<file path="config.mk">
export PLATFORM = sky130hd
export DESIGN_NAME = comp_evt
export DESIGN_NICKNAME = d
export VERILOG_FILES = /design/src/rtl/comp_pkg.sv /design/src/rtl/comp_evt_chan.sv /design/src/rtl/comp_evt.sv
export SDC_FILE = /design/constraint.sdc
export NUM_CORES = 1
export LEC_CHECK = 0
export ABC_AREA = 1
export ABC_CLOCK_PERIOD_IN_PS = 1100
export CORE_MARGIN = 2
export CORE_UTILIZATION = 43
export CTS_CLUSTER_SIZE = 28
export DETAILED_ROUTE_END_ITERATION = 10
export GPL_TIMING_DRIVEN = 0
export HOLD_SLACK_MARGIN = 0.02
export PLACE_DENSITY = 0.81
export RECOVER_POWER = 50
export SLEW_MARGIN = 10
export SYNTH_ARGS = -nofsm -noshare
export SYNTH_HDL_FRONTEND = slang
export SYNTH_SLANG_ARGS = --single-unit
</file>
<file path="constraint.sdc">
create_clock -name SYSCLK -period 1.1 [get_ports SYSCLK]
set_input_delay 0.275 -clock SYSCLK [delete_from_list [all_inputs] [get_ports SYSCLK]]
set_output_delay 0.275 -clock SYSCLK [all_outputs]
set_load 0.01 [all_outputs]
</file>
<file path="src/rtl/comp_pkg.sv">
// Shared constants and types for the comparator event qualifier.
// Imported by comp_evt_chan and comp_evt.
package comp_pkg;

    // Default width of the qualification threshold and run counters
    localparam int FLT_W_DEF = 4;

    // Width of the saturating qualified-event counters
    localparam int EVT_W = 8;

    // Channel indices
    localparam int CH_LOW  = 0;
    localparam int CH_HIGH = 1;
    localparam int NUM_CH  = 2;

    // Per-channel flag state
    typedef enum logic {
        ST_IDLE = 1'b0,
        ST_SET  = 1'b1
    } chan_state_e;

endpackage

</file>
<file path="src/rtl/comp_evt_chan.sv">
// One comparator channel: consecutive-sample run counter, flag state machine
// and saturating qualified-event counter.
// Optional feature: define COMP_EVT_FILT_EN to include the consecutive-sample
// filter; without it every update with the condition true is an event.
module comp_evt_chan
    import comp_pkg::*;
#(
    parameter int FLT_W = FLT_W_DEF
) (
    input  logic             clk,
    input  logic             rst_n,
    input  logic             upd,
    input  logic             cond,
    input  logic             hw_clr_en,
    input  logic             sw_clr,
    input  logic [FLT_W-1:0] flt_cnt,
    output logic             flg,
    output logic [EVT_W-1:0] evt_cnt,
    output logic             rise
);

    chan_state_e      state_q, state_d;
    logic [EVT_W-1:0] cnt_q, cnt_d;
    logic             rise_q, rise_d;
    logic             qual;

    // Flag state: a qualified event wins over any clear arriving with it
    // NOTE: every signal gets a default first so no latch is inferred.
    always_comb begin
        state_d = state_q;
        if (qual) begin
            state_d = ST_SET;
        end else if (state_q == ST_SET &&
                     (sw_clr || (hw_clr_en && upd && !cond))) begin
            state_d = ST_IDLE;
        end
        rise_d = (state_q == ST_IDLE) && (state_d == ST_SET);
    end

    // Event counter: saturating increment, sw clear, increment wins over clear
    always_comb begin
        cnt_d = cnt_q;
        if (qual) begin
            if (sw_clr) begin
                cnt_d = EVT_W'(1);
            end else if (cnt_q != '1) begin
                cnt_d = cnt_q + EVT_W'(1);
            end
        end else if (sw_clr) begin
            cnt_d = '0;
        end
    end

    // Flag, counter and rise-pulse registers with synchronous reset
    // NOTE: non-blocking assignments so every flop samples pre-edge values.
    always_ff @(posedge clk) begin
        if (!rst_n) begin
            state_q <= ST_IDLE;
            cnt_q   <= '0;
            rise_q  <= 1'b0;
        end else begin
            state_q <= state_d;
            cnt_q   <= cnt_d;
            rise_q  <= rise_d;
        end
    end

`ifdef COMP_EVT_FILT_EN
    logic [FLT_W-1:0] run_q, run_d;
    logic [FLT_W-1:0] thr_m1;

    // Run counter: qualify when the pre-increment count equals threshold-1
    always_comb begin
        thr_m1 = (flt_cnt == '0) ? '0 : flt_cnt - FLT_W'(1);
        run_d  = run_q;
        qual   = 1'b0;
        if (upd) begin
            if (cond) begin
                qual = (run_q == thr_m1);
                if (run_q != '1) begin
                    run_d = run_q + FLT_W'(1);
                end
            end else begin
                run_d = '0;
            end
        end
    end

    // Run counter register; reset discards any partial qualification
    always_ff @(posedge clk) begin
        if (!rst_n) begin
            run_q <= '0;
        end else begin
            run_q <= run_d;
        end
    end
`else
    // Without the filter every true sample is an event
    always_comb begin
        qual = upd && cond;
    end

    logic unused_flt;
    assign unused_flt = ^flt_cnt;
`endif

    assign flg     = (state_q == ST_SET);
    assign evt_cnt = cnt_q;
    assign rise    = rise_q;

endmodule

</file>
<file path="src/rtl/comp_evt.sv">
// Comparator event qualifier top: two independent channels (low / high)
// and a merged one-cycle interrupt pulse.
// Optional feature: define COMP_EVT_FILT_EN to include the consecutive-sample
// filter in each channel.
module comp_evt
    import comp_pkg::*;
#(
    parameter int FLT_W = FLT_W_DEF
) (
    input  logic             SYSCLK,
    input  logic             SYSRSTn,
    input  logic             comp_data_update,
    input  logic             comp_data_low,
    input  logic             comp_data_high,
    input  logic             reg_compilen,
    input  logic             reg_compihen,
    input  logic             reg_complclrflg,
    input  logic             reg_comphclrflg,
    input  logic [FLT_W-1:0] reg_compfltcnt,
    input  logic             sw_clr_low,
    input  logic             sw_clr_high,
    output logic             flg_low,
    output logic             flg_high,
    output logic [EVT_W-1:0] evt_cnt_low,
    output logic [EVT_W-1:0] evt_cnt_high,
    output logic             irq
);

    logic [NUM_CH-1:0] cond, hw_clr, sw_clr, en, flg, rise;
    logic [EVT_W-1:0]  cnt [NUM_CH];
    logic              irq_q, irq_d;

    assign cond[CH_LOW]    = comp_data_low;
    assign cond[CH_HIGH]   = comp_data_high;
    assign hw_clr[CH_LOW]  = reg_complclrflg;
    assign hw_clr[CH_HIGH] = reg_comphclrflg;
    assign sw_clr[CH_LOW]  = sw_clr_low;
    assign sw_clr[CH_HIGH] = sw_clr_high;
    assign en[CH_LOW]      = reg_compilen;
    assign en[CH_HIGH]     = reg_compihen;

    for (genvar c = 0; c < NUM_CH; c++) begin : g_chan
        comp_evt_chan #(.FLT_W(FLT_W)) u_chan (
            .clk       (SYSCLK),
            .rst_n     (SYSRSTn),
            .upd       (comp_data_update),
            .cond      (cond[c]),
            .hw_clr_en (hw_clr[c]),
            .sw_clr    (sw_clr[c]),
            .flt_cnt   (reg_compfltcnt),
            .flg       (flg[c]),
            .evt_cnt   (cnt[c]),
            .rise      (rise[c])
        );
    end

    // Merge enabled flag rises into a single interrupt request
    always_comb begin
        irq_d = |(rise & en);
    end

    // Interrupt pulse register
    always_ff @(posedge SYSCLK) begin
        if (!SYSRSTn) begin
            irq_q <= 1'b0;
        end else begin
            irq_q <= irq_d;
        end
    end

    assign flg_low      = flg[CH_LOW];
    assign flg_high     = flg[CH_HIGH];
    assign evt_cnt_low  = cnt[CH_LOW];
    assign evt_cnt_high = cnt[CH_HIGH];
    assign irq          = irq_q;

endmodule
</file>
# Word level (Yosys, flattened, before mapping)

Cells that the tools add are included.

Register bits after elaboration: 21
Latch bits: 0
Bits in writable memories: 0
ROM bits: 0
Bits of input ports: 15
Word-level logic and storage cells: 47
Memories: 0

Add/sub/neg operators: 2
Multipliers: 0
Divide/modulo/power cells: 0
Order comparisons: 0
Eq/ne operators: 2
Shift-type cells: 0
Multiplexer cells: 12
Bitwise operators: 3
Reduce and logical (&&, ||, !) cells: 21

Operators with widths:

| operator                                                       | count |
|---|---|
| 8-bit 2-to-1 mux                                               | 8 |
| 8-bit by 1-bit adder with 8-bit output (second input constant) | 2 |
| 8-bit inequality test (second input constant)                  | 2 |
| 1-bit logical AND                                              | 10 |
| 2-bit nonzero test                                             | 4 |
| 1-bit 2-to-1 mux                                               | 4 |
| 2-bit AND reduction                                            | 2 |
| 2-bit AND                                                      | 1 |
| 1-bit logical NOT                                              | 2 |
| 1-bit logical OR                                               | 2 |
| 1-bit NOT                                                      | 2 |
| 2-bit OR reduction                                             | 1 |

# Depth between registers and ports, before layout

Depth in word-level cells: 7
Mapped depth: 9
Depth with buffers taken out: 9

# Modules after synthesis

Synthesis repeated with hierarchy kept, for this count alone.

Cells, all modules: 161
Area total of the unflattened synthesis: 1,071.0 µm²

By module, submodules not included:

| module        | instances | cells an instance | area an instance (µm²) | seq. area each (µm²) |
|---|---|---|---|---|
| comp_evt_chan | 2         | 78                | 515.5                  | 200.2 |
| comp_evt      | 1         | 5                 | 40.0                   | 20.0 |

# Worst setup path before layout

Ideal clock, no wire load.

Path kind: register to register
Start point: reg g_chan[1].u_chan.cnt_q[1]
End point: reg g_chan[1].u_chan.cnt_q[5]
Arrival time: 1,161 ps
Required time: 990 ps
Setup slack: -172 ps
Stages on the path, launching flop included: 9
Buffers on the path: 0
Period minus slack after synthesis: 1,272 ps
Path through: dfxtp_1 -> ha_1 -> nand2_2 -> nor2_4 -> nand2_2 -> nand2_2 -> nand3_1 -> nand2_1 -> nor2_2

Cells in the longest elaborated chain, start to end: 4
Elaborated cells on any way between the ends: 7
Those cells by class: add/sub (1); eq/ne (1); mux (3); reduce/logical (2)

RTL lines:

| element                                | line                | RTL |
|---|---|---|
| from (decl)                            | comp_evt_chan.sv:23 | `logic [EVT_W-1:0] cnt_q, cnt_d;` |
| from (signal assigned)                 | comp_evt_chan.sv:63 | `cnt_q <= cnt_d;` |
| 8-bit by 1-bit adder with 8-bit output | comp_evt_chan.sv:47 | `cnt_d = cnt_q + EVT_W'(1);` |
| 8-bit 2-to-1 mux                       | comp_evt_chan.sv:46 | `end else if (cnt_q != '1) begin` |
| 8-bit 2-to-1 mux                       | comp_evt_chan.sv:44 | `if (sw_clr) begin` |
| 8-bit 2-to-1 mux                       | comp_evt_chan.sv:43 | `if (qual) begin` |

Parallel ways exist; a longest one is shown, timed or not. The select of a mux whose other input is x is not followed.
A chain may end at the register's enable or synchronous reset.

# Worst setup path after layout

Start point: reg g_chan[1].u_chan.cnt_q[0]
End point: reg g_chan[1].u_chan.cnt_q[1]

The elaborated chain is that of the path after synthesis.

==> results by group <==
Cells and area
  – Layout cells sized above 1: 56.2%
  – Non-filler cells, final: 289
  – Fillers: 204
  – FF+latch area: 465 um^2
  – Fin nets: 276
  – Antenna diode count: 0
  – Most common cell after layout, fill and taps aside: nand2_1
  – Layout area overhead: 66.6%
  – Post-Layout Inst Area: 2130 um^2
  – Multi-input gate area: 972 um^2
  – Commonest cells after routing, fill and taps aside: 37 x nand2_1, 29 x buf_4, 18 x inv_1, 16 x nand3_2, 16 x nor2_1

Floorplan
  – CORE AREA: 2780 um^2
  – Die width: 58.5 um
  – Die Ht: 58.5 um
  – Row cnt: 19
  – Starting density of the core: 45.9%
  – I/O Pins: 34
  – Die Area: 3420 um^2

Placement
  – Post-Place Cells: 252
  – Port Buffer Count: 29
  – HPWL after DPL: 2280 um
  – Area after DPL: 1660 um^2
  – Gpl congestion: 0.913

STA
  – F_max: 0.816 GHz
  – Crit path time final: 1.23 ns
  – Fin. Hold Viols: 0
  – Final Max Tran Viols: 0
  – Slew @ Worst Pin: 0.320 ns
  – Setup ws final: -0.125 ns
  – Slew headroom: 78.6%
  – Crit share post-route: 111%
  – Final setup viols: 19
  – RSZ-0062 raised after global routing: true
  – Layout Skew: 0.00862 ns
  – TNS Setup: -1.47 ns

Worst setup path
  – Reg2reg setup slack: -0.13 ns
  – CP Capture Type: flip-flop
  – Kind of critical path: reg -> reg
  – Worst setup SP type: flip-flop
  – Critical path arrival: 1.44 ns
  – Critical Path RT: 1.32 ns
  – Crit Path Max Fanout: 4

Routing
  – Drt total wl: 4110 um
  – DR pass1 iterations: 5
  – # DRC: 0
  – 1st-iter DRT viols: 77
  – Vias per cell: 5.40
  – Wire per inst: 14.2 um
  – Routed Antenna Nets: 0
  – Vias: 1560

Min path
  – Hold/Removal Path Class: in -> reg

GRT
  – GRT overflow: 0
  – Number of global-route vias before repair: 1478
  – Largest net degree at the start of global routing: 12
  – First-pass GRT wire length: 6410 um
  – GRT Total Usage: 24.0%
  – Initial antenna violation count: 0

Synth
  – Synth area leader: dfxtp_1
  – Mapped Cells: 192
  – Dominant cells by area after synthesis: dfxtp_1 33%, nand3_1 12%, nand2_1 12%, inv_1 6.5%, nor2_1 6.5%
  – Cell variety after synth: 21
  – Area share of the largest cell type after synthesis: 32.9%
  – Register area share after synthesis: 32.9%
  – Flops & latches, synth: 21
  – Average instance area after synthesis: 6.65 um^2
  – Syn_nets: 209
  – Synth warn: 0
  – Syn Std Cell Area: 1280 um^2

Run status
  – Violated checks: setup timing
  – Status: complete, but fails checks

Clock network
  – CTS Buf Count: 3
  – CTS tree: yes
  – Worst-skew pair later-pin latency: 0.32 ns
  – CTS Root Cell: clkbuf_4
  – Clk buf depth: 2
  – Htree depth: 1
  – CTS Hold Buffers Added: 0
  – Reg clk slew, reported paths: 0.13 ns
  – # clock sinks: 21

Power and ir drop
  – Total power: 0.00149 W
  – P_leak: 0.905 nW
  – PD cells: 699 nW/um^2
  – VDD IR max: 1.06 mV

Job
  – Max cap viols: 0
==> cells in the mapped netlist <==
| cell type | n |
|---|---|
| nand2_1 | 41 |
| nand3_1 | 31 |
| inv_1 | 22 |
| nor2_1 | 22 |
| dfxtp_1 | 21 |
| a21oi_1 | 11 |
| nand2_2 | 9 |
| inv_2 | 6 |
| nand3_2 | 4 |
| nor2_2 | 4 |
| a21oi_2 | 3 |
| nand4_1 | 3 |
| nor2_4 | 3 |
| buf_2 | 2 |
| ha_1 | 2 |
| nand2_4 | 2 |
| nor3_1 | 2 |
| a31oi_1 | 1 |
| nand2_8 | 1 |
| o21ai_0 | 1 |
| o21ai_1 | 1 |
==> layout make-up <==
class | instances | share of cell area, %
clock buffers | 4 | 1.24
flip-flops and latches | 21 | 21.9
repair buffers | 62 | 23.5
multi-input cells | 141 | 45.7
plain buffers | 2 | 0.589
well taps | 31 | 1.82
inverters | 28 | 5.18
==> worst paths after layout <==
kind	startpoint	endpoint	cells after the start
min	SYSRSTn	g_chan[0].u_chan.evt_cnt[5]	3
max	g_chan[1].u_chan.evt_cnt[0]	g_chan[1].u_chan.evt_cnt[1]	7
max reg2reg	g_chan[1].u_chan.evt_cnt[0]	g_chan[1].u_chan.evt_cnt[1]	7
min reg2reg	g_chan[1].u_chan.rise	irq	2
==> worst max-delay path, cell delays in order (launching register included) <==
cell and delay [ns]:
dfxtp_4 0.40, ha_4 0.14, nand2_4 0.06, nor2_4 0.15, nand2_4 0.10, buf_4 0.14
nand3_1 0.08, a21oi_2 0.06
==> stage by stage <==
stage               worst slack [ns]  util [%]  hold slack (ns)
CTS                          -0.0734      69.0            0.414
finish                        -0.125      76.4            0.414
detailed placement            -0.501      59.6            0.436
global route                  -0.218      76.4            0.428
global placement              -0.468      59.6            0.430
floorplan                    -0.0729         -            0.398
==> power by group <==
part / internal (W) / total (W) / leakage (nW) / switching [W]
Combinational: 0.000131 / 0.000302 / 0.709 / 0.000171
Sequential: 0.000764 / 0.000780 / 0.182 / 0.0000156
Clock: 0.000142 / 0.000404 / 0.0150 / 0.000262
==> per-layer routing <==
metal | track usage [%] | wire length (um)
met5 | 0 | 0
met4 | 5.65 | 58
met3 | 4.18 | 284
met2 | 44.6 | 2180
met1 | 28.3 | 1580
==> what timing repair did <==
action | 4_1_cts | 5_1_grt
pin swaps | 16 | 9
resized for setup | 125 | 35
buffers inserted | 25 | 8
endpoints found under the setup margin | 39 | 30
==> kinds of logic after synthesis <==
| logic type | after synthesis | share of synthesized area (%) |
|---|---|---|
| AOI/OAI and AO/OA | 17 | 7.65 |
| adders and majority gates | 2 | 1.96 |
| buffers and inverters | 30 | 9.02 |
| DFF | 21 | 32.9 |
| and+or+nand+nor | 122 | 48.4 |
==> state kept, by name, summed over array words and instances (netlist names) <==
signal / flops
irq: 1
g_chan.u_chan.rise: 2
g_chan.u_chan.evt_cnt: 16
g_chan.u_chan.flg: 2
No activity file was read; power rests on OpenSTA's default activity.
